===== src/rtl/note_spawn_scheduler.sv =====
// Note spawn sequencer for the 4-lane playfield: LFSR lane pick, busy-lane skip,
// programmable inter-spawn gap, and a valid/ready handoff to the lane datapath.
module note_spawn_scheduler #(
    parameter int          GAP_TICKS  = 24,
    parameter int          MAX_ACTIVE = 2,
    parameter logic [15:0] LFSR_SEED  = 16'hACE1
) (
    input  logic        aclk,
    input  logic        reset_n,
    input  logic        start,
    input  logic        pause,
    input  logic [1:0]  speed_sel,
    input  logic [3:0]  lane_busy,
    input  logic        spawn_ready,
    output logic        spawn_valid,
    output logic [1:0]  spawn_lane,
    output logic [4:0]  spawn_speed,
    output logic [15:0] spawn_count,
    output logic [1:0]  state_dbg
);

    localparam int GAP_W = $clog2(GAP_TICKS + 1);

    typedef enum logic [1:0] {
        ST_IDLE  = 2'b00,
        ST_PICK  = 2'b01,
        ST_ISSUE = 2'b10,
        ST_GAP   = 2'b11
    } state_t;

    state_t             state_r;
    logic [15:0]        lfsr_r;
    logic [GAP_W-1:0]   gap_cnt_r;
    logic               spawn_valid_r;
    logic [1:0]         spawn_lane_r;
    logic [4:0]         spawn_speed_r;
    logic [15:0]        spawn_count_r;
    logic [2:0]         cand_s;
    logic               can_issue_s;

    function automatic logic [15:0] lfsr_next(input logic [15:0] v);
        return {1'b0, v[15:1]} ^ (v[0] ? 16'hB400 : 16'h0000);
    endfunction

    function automatic logic [2:0] popcount4(input logic [3:0] v);
        return {2'b00, v[0]} + {2'b00, v[1]} + {2'b00, v[2]} + {2'b00, v[3]};
    endfunction

    function automatic logic [4:0] speed_decode(input logic [1:0] sel);
        logic [4:0] s;
        case (sel)
            2'b00:   s = 5'd1;
            2'b01:   s = 5'd5;
            2'b10:   s = 5'd10;
            2'b11:   s = 5'd20;
            default: s = 5'd1;
        endcase
        return s;
    endfunction

    // Returns {found, lane}; scanning downward lets the nearest free lane after base win.
    function automatic logic [2:0] find_lane(input logic [1:0] base, input logic [3:0] busy);
        logic [2:0] res;
        logic [1:0] idx;
        res = 3'b000;
        for (int k = 3; k >= 0; k--) begin
            idx = base + 2'(k);
            if (!busy[idx]) begin
                res = {1'b1, idx};
            end
        end
        return res;
    endfunction

    // Candidate lane and issue permission for the PICK state.
    always_comb begin
        cand_s      = find_lane(lfsr_r[1:0], lane_busy);
        can_issue_s = 1'b0;
        if (!pause && cand_s[2] && (popcount4(lane_busy) < 3'(MAX_ACTIVE))) begin
            can_issue_s = 1'b1;
        end else begin
            can_issue_s = 1'b0;
        end
    end

    // Scheduler FSM, free-running LFSR and registered spawn outputs.
    always_ff @(posedge aclk or negedge reset_n) begin
        if (!reset_n) begin
            state_r       <= ST_IDLE;
            lfsr_r        <= LFSR_SEED;
            gap_cnt_r     <= '0;
            spawn_valid_r <= 1'b0;
            spawn_lane_r  <= 2'b00;
            spawn_speed_r <= 5'd0;
            spawn_count_r <= 16'h0000;
        end else begin
            lfsr_r <= lfsr_next(lfsr_r);
            case (state_r)
                ST_IDLE: begin
                    spawn_valid_r <= 1'b0;
                    if (start) begin
                        state_r <= ST_PICK;
                    end else begin
                        state_r <= ST_IDLE;
                    end
                end
                ST_PICK: begin
                    if (!start) begin
                        state_r <= ST_IDLE;
                    end else if (can_issue_s) begin
                        state_r       <= ST_ISSUE;
                        spawn_lane_r  <= cand_s[1:0];
                        spawn_speed_r <= speed_decode(speed_sel);
                        spawn_valid_r <= 1'b1;
                    end else begin
                        state_r <= ST_PICK;
                    end
                end
                // start and pause are deliberately ignored until the handshake completes.
                ST_ISSUE: begin
                    if (spawn_valid_r && spawn_ready) begin
                        spawn_valid_r <= 1'b0;
                        spawn_count_r <= spawn_count_r + 16'd1;
                        gap_cnt_r     <= GAP_W'(GAP_TICKS - 1);
                        state_r       <= start ? ST_GAP : ST_IDLE;
                    end else begin
                        state_r <= ST_ISSUE;
                    end
                end
                ST_GAP: begin
                    if (!start) begin
                        state_r <= ST_IDLE;
                    end else if (pause) begin
                        gap_cnt_r <= gap_cnt_r;
                    end else if (gap_cnt_r == '0) begin
                        state_r <= ST_PICK;
                    end else begin
                        gap_cnt_r <= gap_cnt_r - GAP_W'(1);
                    end
                end
                default: begin
                    state_r       <= ST_IDLE;
                    spawn_valid_r <= 1'b0;
                end
            endcase
        end
    end

    assign spawn_valid = spawn_valid_r;
    assign spawn_lane  = spawn_lane_r;
    assign spawn_speed = spawn_speed_r;
    assign spawn_count = spawn_count_r;
    assign state_dbg   = state_r;

endmodule


===== config.mk =====
export PLATFORM = sky130hd
export DESIGN_NAME = note_spawn_scheduler
export DESIGN_NICKNAME = d
export VERILOG_FILES = /design/src/rtl/note_spawn_scheduler.sv
export SDC_FILE = /design/constraint.sdc
export NUM_CORES = 1
export LEC_CHECK = 0
export ABC_AREA = 0
export CORE_MARGIN = 4
export CORE_UTILIZATION = 52
export DETAILED_ROUTE_END_ITERATION = 6
export GPL_TIMING_DRIVEN = 0
export MAX_ROUTING_LAYER = met4
export PLACE_DENSITY_LB_ADDON = 0.12
export SYNTH_ARGS = -nofsm -noshare
export SYNTH_HDL_FRONTEND = slang
export SYNTH_SLANG_ARGS = --single-unit

===== constraint.sdc =====
create_clock -name aclk -period 2.2 [get_ports aclk]
set_input_delay 0.22 -clock aclk [delete_from_list [all_inputs] [get_ports aclk]]
set_output_delay 0.22 -clock aclk [all_outputs]
set_load 0.01 [all_outputs]

* After elaboration in Yosys (flattened, before gate mapping)
Cells that the tools add are included.
** Cells by class
- $add $sub $neg :: 8
- Magnitude comparators :: 5
- Equality and inequality tests :: 14
- Muxes and demuxes :: 33
- Bitwise operators :: 1
- Reduce and logical (&&, ||, !) cells :: 14
** Operators with widths (count)
- $mux 5 :: 4
- $pmux 5 s4 :: 1
- $add 16x1->16 const B :: 1
- $mux 16 :: 1
- $xor 15x16->16 :: 1
- $mux 2 :: 7
- $lt 2x3->1 const B :: 4
- $mux 3 :: 4
- $ne 2x2->1 const B :: 6
- $pmux 5 s2 :: 1
- $mux 1 :: 9
- $bmux 1 s2 :: 4
- $eq 2x2->1 const B :: 4
- $pmux 2 s4 :: 1
- $ne 3x3->1 const B :: 2
- $logic_not 5->1 :: 1
- $reduce_and 5->1 :: 1
- $sub 5x1->5 const B :: 1
- $add 2x2->2 const B :: 2
- $eq 2x1->1 const B :: 2
- $logic_not 2->1 :: 2
- $reduce_and 2->1 :: 2
- $reduce_and 4->1 :: 1
- $add 2x1->3 :: 1
- other kinds (10) :: 12
** Word-level totals
- Register bits after elaboration :: 47
- Output and inout bits :: 26
- Logic and storage cells :: 82

* Longest topological paths before layout
Gate-level depths: netlist of run 1.
- Depth in word-level cells :: 13
- Depth in mapped cells :: 7

* Worst setup path after synthesis of run 1
OpenSTA, ideal clock, no wires.
- Kind :: input to register
- Start point :: in lane_busy[0]
- End point :: reg spawn_speed_r[2], in the netlist spawn_speed[2]
- Library setup time :: 0.125 ns
- Arrival time :: 1.708 ns
- Data required time :: 2.075 ns
- Setup slack :: 0.368 ns
- Cell stages on the path :: 7
- Path through :: inv_1 -> fa_1 -> nand2b_1 -> and4b_1 -> and3_1 -> buf_6 -> mux2_2
** Between the ends
- Word-level cells in the longest chain between the ends :: 10
- Elaborated cells on any way between the ends :: 20
** RTL lines
- start, declared :: line 13 : input logic [3:0] lane_busy,
- branches (longest 7 deep; another with $add 2x1->3)
- $logic_and 1x1->1 * :: line 79 : if (!pause && cand_s[2] && (popcount4(lane_busy) < 3'(MAX_ACTIVE))) begin
- $mux 1 * :: line 79
- $reduce_and 3->1 (no source line) *
- end signal, assigned :: line 113 : spawn_speed_r <= speed_decode(speed_sel);
- end, declared :: line 36 : logic [4:0] spawn_speed_r;
Every way passes the cells marked *. The select of a mux whose other input is x is not followed.
A chain may end at the register's enable or synchronous reset.

* Worst setup path in the final report of run 1
- Start point :: reg state_r[0], in the netlist state_dbg[0]
- End point :: reg spawn_count_r[15], in the netlist spawn_count[15]
** Between the ends
- Word-level cells in the longest chain between the ends :: 2
** RTL lines
- start, declared :: line 31 : state_t state_r;
- start signal, assigned :: line 125 : state_r <= start ? ST_GAP : ST_IDLE;
- $eq 2x2->1 :: line 98 : case (state_r)
- $reduce_and 2->1 (no source line)
- end signal, assigned :: line 123 : spawn_count_r <= spawn_count_r + 16'd1;
- end, declared :: line 37 : logic [15:0] spawn_count_r;
No other way between the ends.

==> qor.yml, run 1 <==
run_status:
  outcome: "finished clean"
place:
  place_congestion: 0.869
  hpwlAfterDp_mm: 3.16
  io_buffers: 36
  pre_cts_ws_ns: -0.326
  postPlaceCellArea_mm2: 0.00262
critical_path:
  end_kind: "flop"
  start_kind: "flop"
  r2r_start: "state_dbg[0]"
  path_class: "flop to flop"
  rr_endpoint: "spawn_count[15]"
  critPathArrivalTime_ns: 2.07
  required_ns: 2.39
  reg2regPathDepth: 6
  reg2reg_slack_ns: 0.31
  worst-path-max-fanout: 6
pwr:
  power_density_mw_per_mm2: 675
  swShare: 0.279
  ir_drop_mv: 0.401
  pwr-share-comb: 0.186
  p_int_mw: 1.33
  power.total_mw: 1.84
  power.switching_mw: 0.513
  sequentialPowerShare: 0.530
  p_leak_nw: 1.23
  clock_power_share: 0.284
routing:
  drc: 0
  vias: 1590
  ant_nets: 0
  wl_mm: 4.28
  viasPerCell: 5.52
  dr.pass1.iters: 4
  wire_per_inst_um: 14.9
  drt_iter0_markers: 93
timing:
  setup_viol: 0
  worst_slew_pin_slew_ns: 0.590
  maxSlewHeadroom: 0.606
  post-route-min-period_ns: 1.89
  fin_crit_sh: 0.857
  slew_viol_final: 0
  max_freq_ghz: 0.530
  rsz0062_at_grt: "false"
  fin_ws_ns: 0.314
  hold_viol: 0
  tns_ns: 0
  fin_skew_ns: 0.00473
yosys:
  synth_edf_count: 0
  syn_area_per_cell_um2: 11.4
  synth_compound_area_frac: 0.112
  synth_nets: 211
  synth_fa_ha_area_frac: 0.0493
  syn_inst: 192
  synth_mux_area_frac: 0.0402
  synthDistinctLibCells: 52
  netlist_area_mm2: 0.00218
  synth-xor-area-share: 0.0723
  synth-simple-area-share: 0.159
  synthArstFlopShare: 1.00
  synth_warnings: 0
  synth_top_family_by_area: "simple AND/OR/NAND/NOR gates"
  seq_area_frac_synth: 0.532
  ys.flop_type: "dfrtp_1"
  synth-seq-cells: 46
clock_tree:
  cts_buffers: 5
  clockRootBuffer: "clkbuf_8"
  post_cts_buffers: 0
  clockBufferDepth: 2
  cts_tree: "yes"
  htreeDepth: 2
  clk_pin_slew_ns: 0.09
  clk_latency_ns: 0.30
  clkSinkCount: 46
floorplan:
  start_util: 0.541
  core_area_mm2: 0.00403
  dieArea_mm2: 0.00529
  num_rows: 23
  io_pins: 37
  die_w_um: 72.8
  die_y_um: 72.8
cells_and_area:
  drive_gt1_frac: 0.147
  nNetsFinal: 256
  fin_util: 0.678
  diodes: 0
  final_common_cell: "dfrtp_1"
  final_area_mm2: 0.00273
  final_cell_mix: "dfrtp_1, clkdlybuf4s50_1, nand2_1, nor2_1"
  fillers: 308
  area_delta_synth_final_pct: 25.2
global_routing:
  grt_pass1_vias: 1617
  grt_pass1_wl_mm: 7.47
  grt-ovfl-total: 0
  track_usage: 0.185
  antenna_found_initial: 0
  grt_max_degree: 33
min_path:
  hold_path.class: "input port to async pin"
run:
  drv_cap: 0
worst max-delay path: stages, from the launching register on:
cell,delay [ns]
dfrtp_1,0.47
inv_1,0.09
ha_1,0.23
nand4_1,0.15
nor4_1,0.49
nand4_1,0.19
xnor2_1,0.16
synthesized netlist by cell type, types with 2 or more instances:
| library cell | n | area (um2) |
|---|---|---|
| a211oi_1 | 2 | 15.0 |
| a21oi_1 | 7 | 35.0 |
| a31oi_1 | 2 | 12.5 |
| and3_1 | 5 | 31.3 |
| and4_1 | 2 | 17.5 |
| clkbuf_1 | 2 | 7.51 |
| dfrtp_1 | 38 | 951 |
| dfstp_2 | 8 | 210 |
| ha_1 | 7 | 87.6 |
| inv_1 | 12 | 45.0 |
| mux2_2 | 5 | 56.3 |
| mux2i_1 | 2 | 20.0 |
| nand2_1 | 13 | 48.8 |
| nand2b_1 | 2 | 12.5 |
| nand3_1 | 6 | 30.0 |
| nand4_1 | 9 | 56.3 |
| nor2_1 | 13 | 48.8 |
| nor2b_1 | 3 | 18.8 |
| nor3_1 | 2 | 10.0 |
| nor4_1 | 2 | 12.5 |
| o21ai_0 | 3 | 15.0 |
| xnor2_1 | 12 | 105 |
| xor2_1 | 6 | 52.6 |
flip-flops by register name, indices dropped and copies added (netlist names):
register / flops
spawn_count: 16
lfsr_r: 16
spawn_lane: 2
spawn_speed: 4
gap_cnt_r: 5
spawn_valid: 1
state_dbg: 2
cell families after synthesis:
group	after synthesis
AOI/OAI and AO/OA	31
xor gates and xnor gates	18
adders and majority gates	8
buffers and inverters	17
DFF	46
muxes	8
and+or+nand+nor	64
per-layer routing:
layer,wire length (um),GRT usage,vias to the layer above
li1,-,-,760
met1,1970,0.241,761
met2,1980,0.277,58
met3,244,0.0468,11
met4,86,0.0779,0
met5,0,-,-
through the flow:
| stage | hold WS [ns] | instances |
|---|---|---|
| global route | 0.368 | 288 |
| global placement | 0.335 | 278 |
| finish | 0.356 | 288 |
| detailed placement | 0.159 | 279 |
| floorplan | -0.0756 | 192 |
| CTS | 0.359 | 288 |
power groups by stage:
stage                     Combinational [mW]  Clock (mW)  Sequential (mW)
after floorplan                        0.165           0            0.996
after global placement                 0.326           0            0.984
after detailed placement               0.346           0            0.989
after CTS                              0.348       0.541            0.974
after global routing                   0.376       0.591            0.990
final                                  0.342       0.523            0.977
worst max-delay path by stage:
stage	to	from	cells past startpoint	slack, ns
detailed placement	spawn_speed[2]	lane_busy[3]	8	-0.33
CTS	spawn_speed[2]	lane_busy[3]	8	0.007
global placement	spawn_speed[3]	lane_busy[3]	8	-0.27
floorplan	spawn_speed[2]	lane_busy[0]	7	0.37
global route	spawn_count[15]	state_dbg[0]	6	0.13
finish	spawn_count[15]	state_dbg[0]	6	0.31
cell type report:
class / count / area [um2] / area share
sequential: 46 / 1160 / 0.425
timing repair buffer: 38 / 393 / 0.144
clock inverter: 3 / 23.8 / 0.00871
tap: 50 / 62.6 / 0.0229
buffer: 5 / 31.3 / 0.0115
multi-input combinational: 129 / 945 / 0.346
inverter: 12 / 45.0 / 0.0165
clock buffer: 5 / 68.8 / 0.0252
timing repair:
action	in CTS	in global routing
endpoints found under the hold margin	11	0
endpoints found under the setup margin	2	4
hold buffers	1	0
pin swaps	0	1
gates resized for setup	1	3
No activity file was read; power rests on OpenSTA's default activity.
==> run 2: changes to the inputs <==
--- a/config.mk
+++ b/config.mk
@@ -7,7 +7,7 @@
 export LEC_CHECK = 0
 export ABC_AREA = 0
 export CORE_MARGIN = 4
-export CORE_UTILIZATION = 52
+export CORE_UTILIZATION = 47
 export DETAILED_ROUTE_END_ITERATION = 6
 export GPL_TIMING_DRIVEN = 0
 export MAX_ROUTING_LAYER = met4
==> constraint.sdc (replaced) <==
create_clock -name aclk -period 1.7 [get_ports aclk]
set_input_delay 0.17 -clock aclk [delete_from_list [all_inputs] [get_ports aclk]]
set_output_delay 0.17 -clock aclk [all_outputs]
set_load 0.01 [all_outputs]
==> qor.yml, run 2 (synthesis results as in run 1) <==
run_status:
  outcome: "finished with violations"
  violations: "negative setup slack"
critical_path:
  cpPeakStageDelay_ns: 0.51
  reg2reg_slack_ns: -0.01
  crit_end: "state_dbg[0]"
  end_kind: "flop"
  worst-path-max-fanout: 6
  critPathArrivalTime_ns: 1.91
  cpLargestDelayFamily: "simple AND/OR/NAND/NOR gates"
  path_buf_inv: 1
  required_ns: 1.90
  startpoint: "gap_cnt_r[0]"
  rr_endpoint: "state_dbg[0]"
  r2r_start: "gap_cnt_r[0]"
  path_cells: "inv_2 -> ha_1 -> or4b_4 -> o21ai_4 -> o21ai_2 -> o31a_1"
  cpMaxStageDelayCell: "or4b_4"
  crit_cells: 6
  start_kind: "flop"
  reg2regPathDepth: 6
  path_class: "flop to flop"
pwr:
  ir_drop_mv: 0.570
  p_leak_nw: 1.29
  power_density_mw_per_mm2: 871
timing:
  fin_crit_sh: 1.01
  hold_viol: 0
  post-route-min-period_ns: 1.71
  max_freq_ghz: 0.583
  worst_slew_pin_slew_ns: 0.550
  fin_skew_ns: 0.0117
  maxSlewHeadroom: 0.634
  rsz0062_at_grt: "true"
  fin_ws_ns: -0.0143
  setup_viol: 3
  slew_viol_final: 0
cells_and_area:
  stdcell_count: 300
  fin_util: 0.650
  final_cell_mix: "dfrtp_1, clkdlybuf4s50_1, nand2_1"
  diodes: 0
  final_common_cell: "dfrtp_1"
  drive_gt1_frac: 0.250
  area_delta_synth_final_pct: 31.5
  final_area_mm2: 0.00287
  fillers: 336
  nNetsFinal: 266
floorplan:
  core_area_mm2: 0.00441
  dieArea_mm2: 0.00579
  num_rows: 24
  die_w_um: 76.1
  die_y_um: 76.1
  start_util: 0.494
  io_pins: 37
clock_tree:
  clkSinkCount: 46
  htreeDepth: 2
  clockRootBuffer: "clkbuf_8"
  cts_tree: "yes"
  clk_latency_ns: 0.30
  clk_pin_slew_ns: 0.09
  cts_buffers: 5
  clockBufferDepth: 2
routing:
  drt_iter0_markers: 57
  drc: 0
  wl_mm: 4.71
  wire_per_inst_um: 15.7
  dr.pass1.iters: 4
  ant_nets: 0
  viasPerCell: 5.58
  vias: 1673
place:
  hpwlAfterDp_mm: 3.23
  place_congestion: 0.847
  dp.cells: 281
  postPlaceCellArea_mm2: 0.00265
  io_buffers: 36
global_routing:
  grt_max_degree: 26
  antenna_found_initial: 0
  track_usage: 0.170
  grt_pass1_vias: 1709
  grt-ovfl-total: 0
  grt_pass1_wl_mm: 7.85
min_path:
  hold_path.class: "flop to flop"
  min_from: "lfsr_r[9]"
run:
  drv_cap: 0
-- run 2: cell types whose count changed in the layout (fill, tap and decap cells not counted), moves of 3 or more --
cell / change
buf_4: +11
dlymetal6s2s_1: -3
inv_1: -3
mux2_2: -3
mux2_4: +4
nor2_1: -3
-- run 2: power breakdown --
group / total (mW) / switching, mW / internal (mW) / leakage [nW]
Clock: 0.681 / 0.387 / 0.294 / 0.0408
Combinational: 0.550 / 0.236 / 0.314 / 0.663
Sequential: 1.27 / 0.0871 / 1.18 / 0.587
-- run 2: worst min path at each step --
stage,cells past startpoint,end,slack [ns]
after global routing,3,spawn_lane[0],0.37
final,0,lfsr_r[8],0.36
after CTS,0,lfsr_r[7],0.36
after global placement,0,lfsr_r[8],0.34
after detailed placement,1,spawn_count[15],0.19
after floorplan,0,gap_cnt_r[0],-0.13
-- run 2: repair_timing --
item / CTS / global route
cloned: 0 / 0
endpoints found under the hold margin: 21 / 0
pin swaps: 2 / 8
hold buffers: 1 / 0
resized for setup: 16 / 9
endpoints found under the setup margin: 21 / 17
buffers inserted: 5 / 6
-- run 2: area by class of cell --
| class | instances | area (um2) | share of cell area |
|---|---|---|---|
| inverters | 12 | 52.6 | 0.0183 |
| plain buffers | 4 | 28.8 | 0.0100 |
| well taps | 52 | 65.1 | 0.0227 |
| clock buffers | 5 | 68.8 | 0.0240 |
| flip-flops and latches | 46 | 1160 | 0.405 |
| repair buffers | 49 | 460 | 0.161 |
| multi-input cells | 129 | 1010 | 0.351 |
| clock inverters | 3 | 23.8 | 0.00829 |
-- run 2: metrics by stage --
stage	worst slack [ns]	total power, mW	hold WS [ns]	setup TNS (ns)
floorplan	-0.0292	1.52	-0.126	-0.117
detailed placement	-0.805	1.75	0.186	-7.31
CTS	-0.0325	2.48	0.362	-0.0485
global route	-0.0773	2.64	0.365	-0.355
global placement	-0.813	1.73	0.338	-34.69
finish	-0.0143	2.50	0.361	-0.0186
-- run 2: per-layer routing --
| metal | vias up | share of wire | track usage |
|---|---|---|---|
| met1 | 804 | 0.44 | 0.207 |
| met5 | - | 0 | - |
| met3 | 10 | 0.065 | 0.0508 |
| met2 | 75 | 0.48 | 0.263 |
| met4 | 0 | 0.018 | 0.0717 |
| li1 | 784 | - | - |
